### config.mk
export PLATFORM = sky130hd
export DESIGN_NAME = mult_div_seq
export DESIGN_NICKNAME = d
export VERILOG_FILES = /design/src/rtl/mult_div_seq.sv
export SDC_FILE = /design/constraint.sdc
export NUM_CORES = 1
export LEC_CHECK = 0
export ABC_AREA = 0
export CORE_UTILIZATION = 60
export CTS_CLUSTER_SIZE = 25
export DETAILED_ROUTE_END_ITERATION = 10
export GPL_TIMING_DRIVEN = 0
export PLACE_DENSITY = 0.83
export SYNTH_ARGS = -nofsm -noshare
export SYNTH_HDL_FRONTEND = slang
export SYNTH_SLANG_ARGS = --single-unit
### constraint.sdc
create_clock -name clk -period 11.8 [get_ports clk]
set_input_delay 1.77 -clock clk [delete_from_list [all_inputs] [get_ports clk]]
set_output_delay 1.77 -clock clk [all_outputs]
set_load 0.02 [all_outputs]
### src/rtl/mult_div_seq.sv
// Multi-cycle signed MULT/DIV unit with HI/LO result registers (MIPS-style).
// Radix-2 iteration on operand magnitudes, followed by a single sign-fix cycle.
module mult_div_seq #(
  parameter int DATA_W = 32
) (
  input  logic              clk,
  input  logic              reset,
  input  logic              start,
  input  logic              MDControl,
  input  logic [DATA_W-1:0] a,
  input  logic [DATA_W-1:0] b,
  output logic              busy,
  output logic              done,
  output logic              divZero,
  output logic [DATA_W-1:0] hi,
  output logic [DATA_W-1:0] lo
);

  localparam int ACC_W = 2 * DATA_W;
  localparam logic [5:0] LAST_ITER = 6'(DATA_W - 1);
  localparam logic [5:0] CNT_MAX   = 6'(DATA_W);

  typedef enum logic [1:0] {S_IDLE, S_ITER, S_FIX, S_DONE} state_t;

  state_t                r_state, w_next;
  logic                  r_op, r_sign_a, r_sign_b, r_dz;
  logic [DATA_W-1:0]     r_mag_a, r_mag_b;
  logic [ACC_W-1:0]      r_acc;
  logic [5:0]            r_cnt;
  logic [DATA_W-1:0]     r_hi, r_lo;

  logic                  w_div_zero;
  logic [DATA_W:0]       w_mul_sum;
  logic [DATA_W:0]       w_rem_sh;
  logic [DATA_W+1:0]     w_diff;
  logic                  w_ge;
  logic [ACC_W-1:0]      w_step;
  logic [ACC_W-1:0]      w_prod;
  logic [DATA_W-1:0]     w_fix_hi, w_fix_lo;

  // 0x80000000 negates to itself, which read as unsigned is the correct magnitude 2^31.
  function automatic logic [DATA_W-1:0] f_mag(input logic signed [DATA_W-1:0] x);
    logic signed [DATA_W-1:0] n;
    n = -x;
    return x[DATA_W-1] ? DATA_W'(n) : DATA_W'(x);
  endfunction

  function automatic logic [DATA_W-1:0] f_neg_w(input logic signed [DATA_W-1:0] x,
                                                input logic neg);
    logic signed [DATA_W-1:0] n;
    n = -x;
    return neg ? DATA_W'(n) : DATA_W'(x);
  endfunction

  function automatic logic [ACC_W-1:0] f_neg_acc(input logic signed [ACC_W-1:0] x,
                                                 input logic neg);
    logic signed [ACC_W-1:0] n;
    n = -x;
    return neg ? ACC_W'(n) : ACC_W'(x);
  endfunction

  assign w_div_zero = MDControl && (b == '0);

  // MULT: acc = {partial, multiplier}; add multiplicand on LSB, shift right with carry.
  assign w_mul_sum = {1'b0, r_acc[ACC_W-1:DATA_W]} + (r_acc[0] ? {1'b0, r_mag_a} : '0);

  // DIV: acc = {remainder, dividend/quotient}; restoring subtract after left shift.
  assign w_rem_sh = {r_acc[ACC_W-1:DATA_W], r_acc[DATA_W-1]};
  assign w_diff   = {1'b0, w_rem_sh} - {2'b00, r_mag_b};
  assign w_ge     = ~w_diff[DATA_W+1];

  always_comb begin
    w_step = r_acc;
    if (r_op)
      w_step = {(w_ge ? w_diff[DATA_W-1:0] : w_rem_sh[DATA_W-1:0]), r_acc[DATA_W-2:0], w_ge};
    else
      w_step = {w_mul_sum, r_acc[DATA_W-1:1]};
  end

  always_comb begin
    w_prod   = f_neg_acc(r_acc, r_sign_a ^ r_sign_b);
    w_fix_hi = w_prod[ACC_W-1:DATA_W];
    w_fix_lo = w_prod[DATA_W-1:0];
    if (r_op) begin
      w_fix_hi = f_neg_w(r_acc[ACC_W-1:DATA_W], r_sign_a);
      w_fix_lo = f_neg_w(r_acc[DATA_W-1:0], r_sign_a ^ r_sign_b);
    end
  end

  always_ff @(posedge clk) begin
    if (reset) r_state <= S_IDLE;
    else       r_state <= w_next;
  end

  always_comb begin
    w_next = r_state;
    unique case (r_state)
      S_IDLE: if (start) w_next = w_div_zero ? S_DONE : S_ITER;
      S_ITER: if (r_cnt == LAST_ITER) w_next = S_FIX;
      S_FIX:  w_next = S_DONE;
      S_DONE: w_next = S_IDLE;
    endcase
  end

  always_comb begin
    busy    = (r_state == S_ITER) || (r_state == S_FIX);
    done    = (r_state == S_DONE);
    divZero = (r_state == S_DONE) && r_dz;
  end

  always_ff @(posedge clk) begin
    if (reset) begin
      r_cnt <= '0;
      r_dz  <= 1'b0;
      r_hi  <= '0;
      r_lo  <= '0;
    end else begin
      unique case (r_state)
        S_IDLE: if (start) begin
          r_op     <= MDControl;
          r_sign_a <= a[DATA_W-1];
          r_sign_b <= b[DATA_W-1];
          r_mag_a  <= f_mag(a);
          r_mag_b  <= f_mag(b);
          r_cnt    <= '0;
          r_dz     <= w_div_zero;
          r_acc    <= {{DATA_W{1'b0}}, (MDControl ? f_mag(a) : f_mag(b))};
        end
        S_ITER: begin
          r_acc <= w_step;
          if (r_cnt != CNT_MAX) r_cnt <= r_cnt + 6'd1;
        end
        S_FIX: begin
          r_hi <= w_fix_hi;
          r_lo <= w_fix_lo;
        end
        S_DONE: ;
      endcase
    end
  end

  assign hi = r_hi;
  assign lo = r_lo;

endmodule

==> key figures <==
Run status
  • Status: finished, final reports clean

Clock tree
  • H-tree depth: 1
  • Post-CTS Repair Setup Buffers: 0
  • Buffer cell driving the clock tree root: clkbuf_16
  • Sinks on the clock net: between 200 and 250
  • Clock tree from TritonCTS: built
  • Number of buffers on the longest clock path: 3
  • CTS resizes: 0
  • Number of buffers created by CTS: 24
  • Clk pin slew, worst setup/hold paths: 0.06 ns
  • Worst-Skew Late Latency: about 0.52 ns
  • Hold buffers post-CTS: 0

Placement
  • Instance area at placement: ~16000 um2
  • Hpwl dp: 34.4 mm
  • Last weighted congestion value of the routability-driven placer: between 0.9 and 1
  • Count of input and output buffers: about 130

Critical path
  • CP required: between 10 and 15 ns
  • Highest-delay cell along the critical path: or4_1
  • Launching element of the worst setup path: a[7]
  • Timing endpoint of the critical path: r_acc[22]
  • Worst R2R Path Depth: 14
  • Crit. End Element: register
  • Max incr delay on CP: about 0.63 ns
  • Endpoint arrival time on the critical path: between 5 and 6 ns
  • Largest fanout of any net on the critical path: 6
  • Worst Path Class, Setup: primary input to register
  • Crit path top cell by count: or4_1
  • Startpoint class of the critical path: primary input
  • RR Startpoint: r_acc[32]
  • Register-to-register setup slack: about 7.0 ns
  • Critical path, cell by cell: clkdlybuf4s50_1, or3_1, or4_1, or2_2, nor3_1, nand2_1, or4_1, o31ai_1, xnor2_1, mux2i_1, o21ai_0
  • Reg-to-reg critical path endpoint: r_acc[34]

Timing
  • Count of final max-slew check failures: 0
  • Final setup violation count: 0
  • Number of failing hold endpoints at the final stage: 0
  • Fin crit period: ~5.3 ns
  • Setup clock skew after layout: ~0.012 ns
  • Normalized max-slew margin: between 30% and 40%
  • Measured slew at the worst slew-check pin: 0.966 ns
  • Share of the cycle needed by the critical path after routing: ~45%
  • Max Clock Freq: between 0.15 and 0.2 GHz
  • Total Negative Setup Slacks: 0 ns
  • Hold slack: 0.465 ns
  • RSZ-0062 raised after global routing: false

Route
  • Number of design rule violations left after detail routing: 0
  • WL per Instance: about 21 um
  • First-pass iteration count of the detailed router: 5
  • Total detailed-routing wirelength: between 40 and 50 mm
  • DRC violation total after the first TritonRoute iteration: ~1200
  • Via/cell ratio: just over 6
  • Via count: ~13000
  • Remaining number of nets flagged by the antenna check after routing: 0

Synthesis
  • Yosys warns: 0
  • Flip-flop and latch count after synthesis: 204
  • Synthesized instance count: roughly 1600
  • Most area-consuming cells after synthesis: edfxtp_1, dfxtp_1, ha_1
  • Share of the synthesized area in the top cell type: 27.5%
  • Fraction of registers with async set/reset: 0%
  • Post-synthesis instance area: 14300 um2
  • Number of enable-type register cells in the synthesized netlist: ~130
  • Fraction of the yosys area taken by sequential cells: roughly 38%
  • Unique masters post-synth: 64
  • Mapped Avg Cell Area: 9.18 um2
  • Predominant post-synthesis flop cell: edfxtp_1
  • Cell type with the largest total area after synthesis: edfxtp_1
  • Post-Syn Nets: between 1500 and 2000

Worst hold path
  • Path class of the lowest-slack min-delay path: register to register

Final layout
  • Number of antenna repair diodes: 0
  • Growth of design area from synthesis to finish: 18.5%
  • Number of nets at the end of the flow: 1864
  • Layout Cell Area excl Fill: 16900 um2
  • Fraction of layout instances using a drive strength above 1: 5.47%

Floorplanning
  • Die ar.: 24400 um2
  • Row count: between 50 and 60
  • Initial Util: 61.1%
  • Width of the chip: between 150 and 200 um
  • Top-level port count: 135
  • Placeable Area: around 23000 um2
  • Die Span Y: 156 um

Global routing
  • GRT Total Usage: between 30% and 40%
  • Largest net degree at the start of global routing: 39
  • Via count of the first global-routing pass: ~12000
  • Total global routing overflow: 0
  • Antenna violations before repair: 1
  • Wire length of the first global-routing pass: between 60 and 70 mm

Power and ir drop
  • Net switching power: 1.74 mW
  • Clock share of power: 18.6%
  • Combinational power share: between 50 and 60%
  • Cell internal power dissipation: around 2.4 mW
  • Sequential share of power: a little under a third
  • Total leakage power: 6.32 nW
  • Switching power as a share of total power: 42.5%
  • Max VDD drop: 0.000179 V
  • Power Dens Cells: approximately 240 nW/um2

Job
  • Max_cap viols: 0
==> flip-flops by register name (all words and copies together) (netlist names) <==
| name | count |
|---|---|
| r_cnt | 6 |
| lo | 32 |
| r_acc | 64 |
| r_sign_a | 1 |
| r_dz | 1 |
| r_sign_b | 1 |
| r_mag_a | 32 |
| r_mag_b | 32 |
| r_op | 1 |
| r_state | 2 |
| hi | 32 |
==> layer usage <==
layer,vias up,track usage (%),routed length (um)
met5,-,0,0
met4,0,16.9,2170
met3,110,4.43,3510
met2,604,57.1,19600
met1,5941,48.6,18200
li1,6015,-,-
==> power groups by stage <==
| stage | clock, mW | sequential [mW] | combinational [mW] |
|---|---|---|---|
| 2_1_floorplan | 0 | 1.27 | 1.37 |
| 3_5_place_dp | 0 | 1.25 | 2.04 |
| 5_1_grt | 0.793 | 1.27 | 2.28 |
| 6_report | 0.762 | 1.25 | 2.08 |
| 3_3_place_gp | 0 | 1.26 | 1.99 |
| 4_1_cts | 0.763 | 1.24 | 2.05 |
==> worst min-delay path by stage <==
stage                     startpoint  endpoint  slack (ns)  depth (start not counted)
after floorplan                 r_dz      r_dz        0.43                          2
after global placement          r_dz      r_dz        0.44                          2
after detailed placement        r_dz      r_dz        0.45                          2
after CTS                       r_dz      r_dz        0.46                          2
after global routing            r_dz      r_dz        0.47                          2
final                           r_dz      r_dz        0.46                          2
==> critical path: cells and delay by family <==
family / cells / cell delay [ns]
buffers and inverters: 1 / 0.45
muxes: 1 / 0.43
AOI/OAI and AO/OA: 2 / 0.47
xor gates and xnor gates: 1 / 0.14
and+or+nand+nor: 6 / 2.29
==> kinds of logic after synthesis <==
kind of cell | share of synthesized area, %
fa+ha+maj | 6.76
simple gates | 14.1
flops | 37.7
buf+inv | 3.63
compound gates | 19.3
xor+xnor | 11.2
mux | 7.26
==> per-stage QoR <==
| step | util, % | total power [mW] | std cells | setup slack (ns) |
|---|---|---|---|---|
| 6_report | 72.4 | 4.09 | 2056 | 6.49 |
| 5_1_grt | 72.4 | 4.34 | 2056 | 6.31 |
| 4_1_cts | 72.4 | 4.06 | 2056 | 6.55 |
| 3_5_place_dp | 68.8 | 3.29 | 2013 | 6.01 |
| 3_3_place_gp | 68.5 | 3.25 | 2010 | 4.78 |
| 2_1_floorplan | - | 2.63 | 1558 | 6.32 |
==> cell usage in the layout (no fill, tap or decap), types with 6 or more instances in the layout <==
| cell type | instances |
|---|---|
| clkdlybuf4s50_1 | 133 |
| edfxtp_1 | 131 |
| o21ai_0 | 130 |
| nor2_1 | 126 |
| nand2_1 | 122 |
| xnor2_1 | 104 |
| a21oi_1 | 94 |
| xor2_1 | 79 |
| ha_1 | 74 |
| dfxtp_1 | 73 |
| mux2i_1 | 71 |
| clkbuf_1 | 66 |
| inv_1 | 61 |
| a211oi_1 | 61 |
| and2_1 | 35 |
| o31ai_1 | 30 |
| mux2_2 | 29 |
| a21o_1 | 29 |
| clkbuf_16 | 26 |
| nand3_1 | 23 |
| or3_1 | 21 |
| nor3_1 | 21 |
| nand2b_1 | 19 |
| or4_1 | 15 |
| o41ai_1 | 14 |
| o21bai_1 | 11 |
| clkbuf_8 | 11 |
| nor2b_1 | 10 |
| o22ai_1 | 10 |
| nor4_1 | 9 |
| a31oi_1 | 9 |
| buf_1 | 8 |
| a221oi_1 | 7 |
| o21a_1 | 7 |
| or2_2 | 6 |
==> final cells by class <==
type	instances	area, um2
inverters	62	233
plain buffers	75	287
repair buffers	136	1390
multi-input cells	1217	8400
clock inverters	2	11.3
well taps	319	399
clock buffers	41	821
fillers	1869	6470
flip-flops and latches	204	5400
==> cells in the mapped netlist, drive strengths merged, types with 12 or more instances <==
| library cell | number |
|---|---|
| o21ai | 134 |
| edfxtp | 131 |
| nor2 | 128 |
| nand2 | 122 |
| xnor2 | 104 |
| a21oi | 94 |
| xor2 | 79 |
| ha | 74 |
| dfxtp | 73 |
| mux2i | 71 |
| clkbuf | 63 |
| inv | 62 |
| a211oi | 61 |
| and2 | 35 |
| o31ai | 30 |
| a21o | 29 |
| mux2 | 29 |
| nand3 | 23 |
| nor3 | 23 |
| or3 | 22 |
| nand2b | 19 |
| o41ai | 16 |
| or4 | 15 |
| buf | 12 |
(Power assumes the default switching activity.)
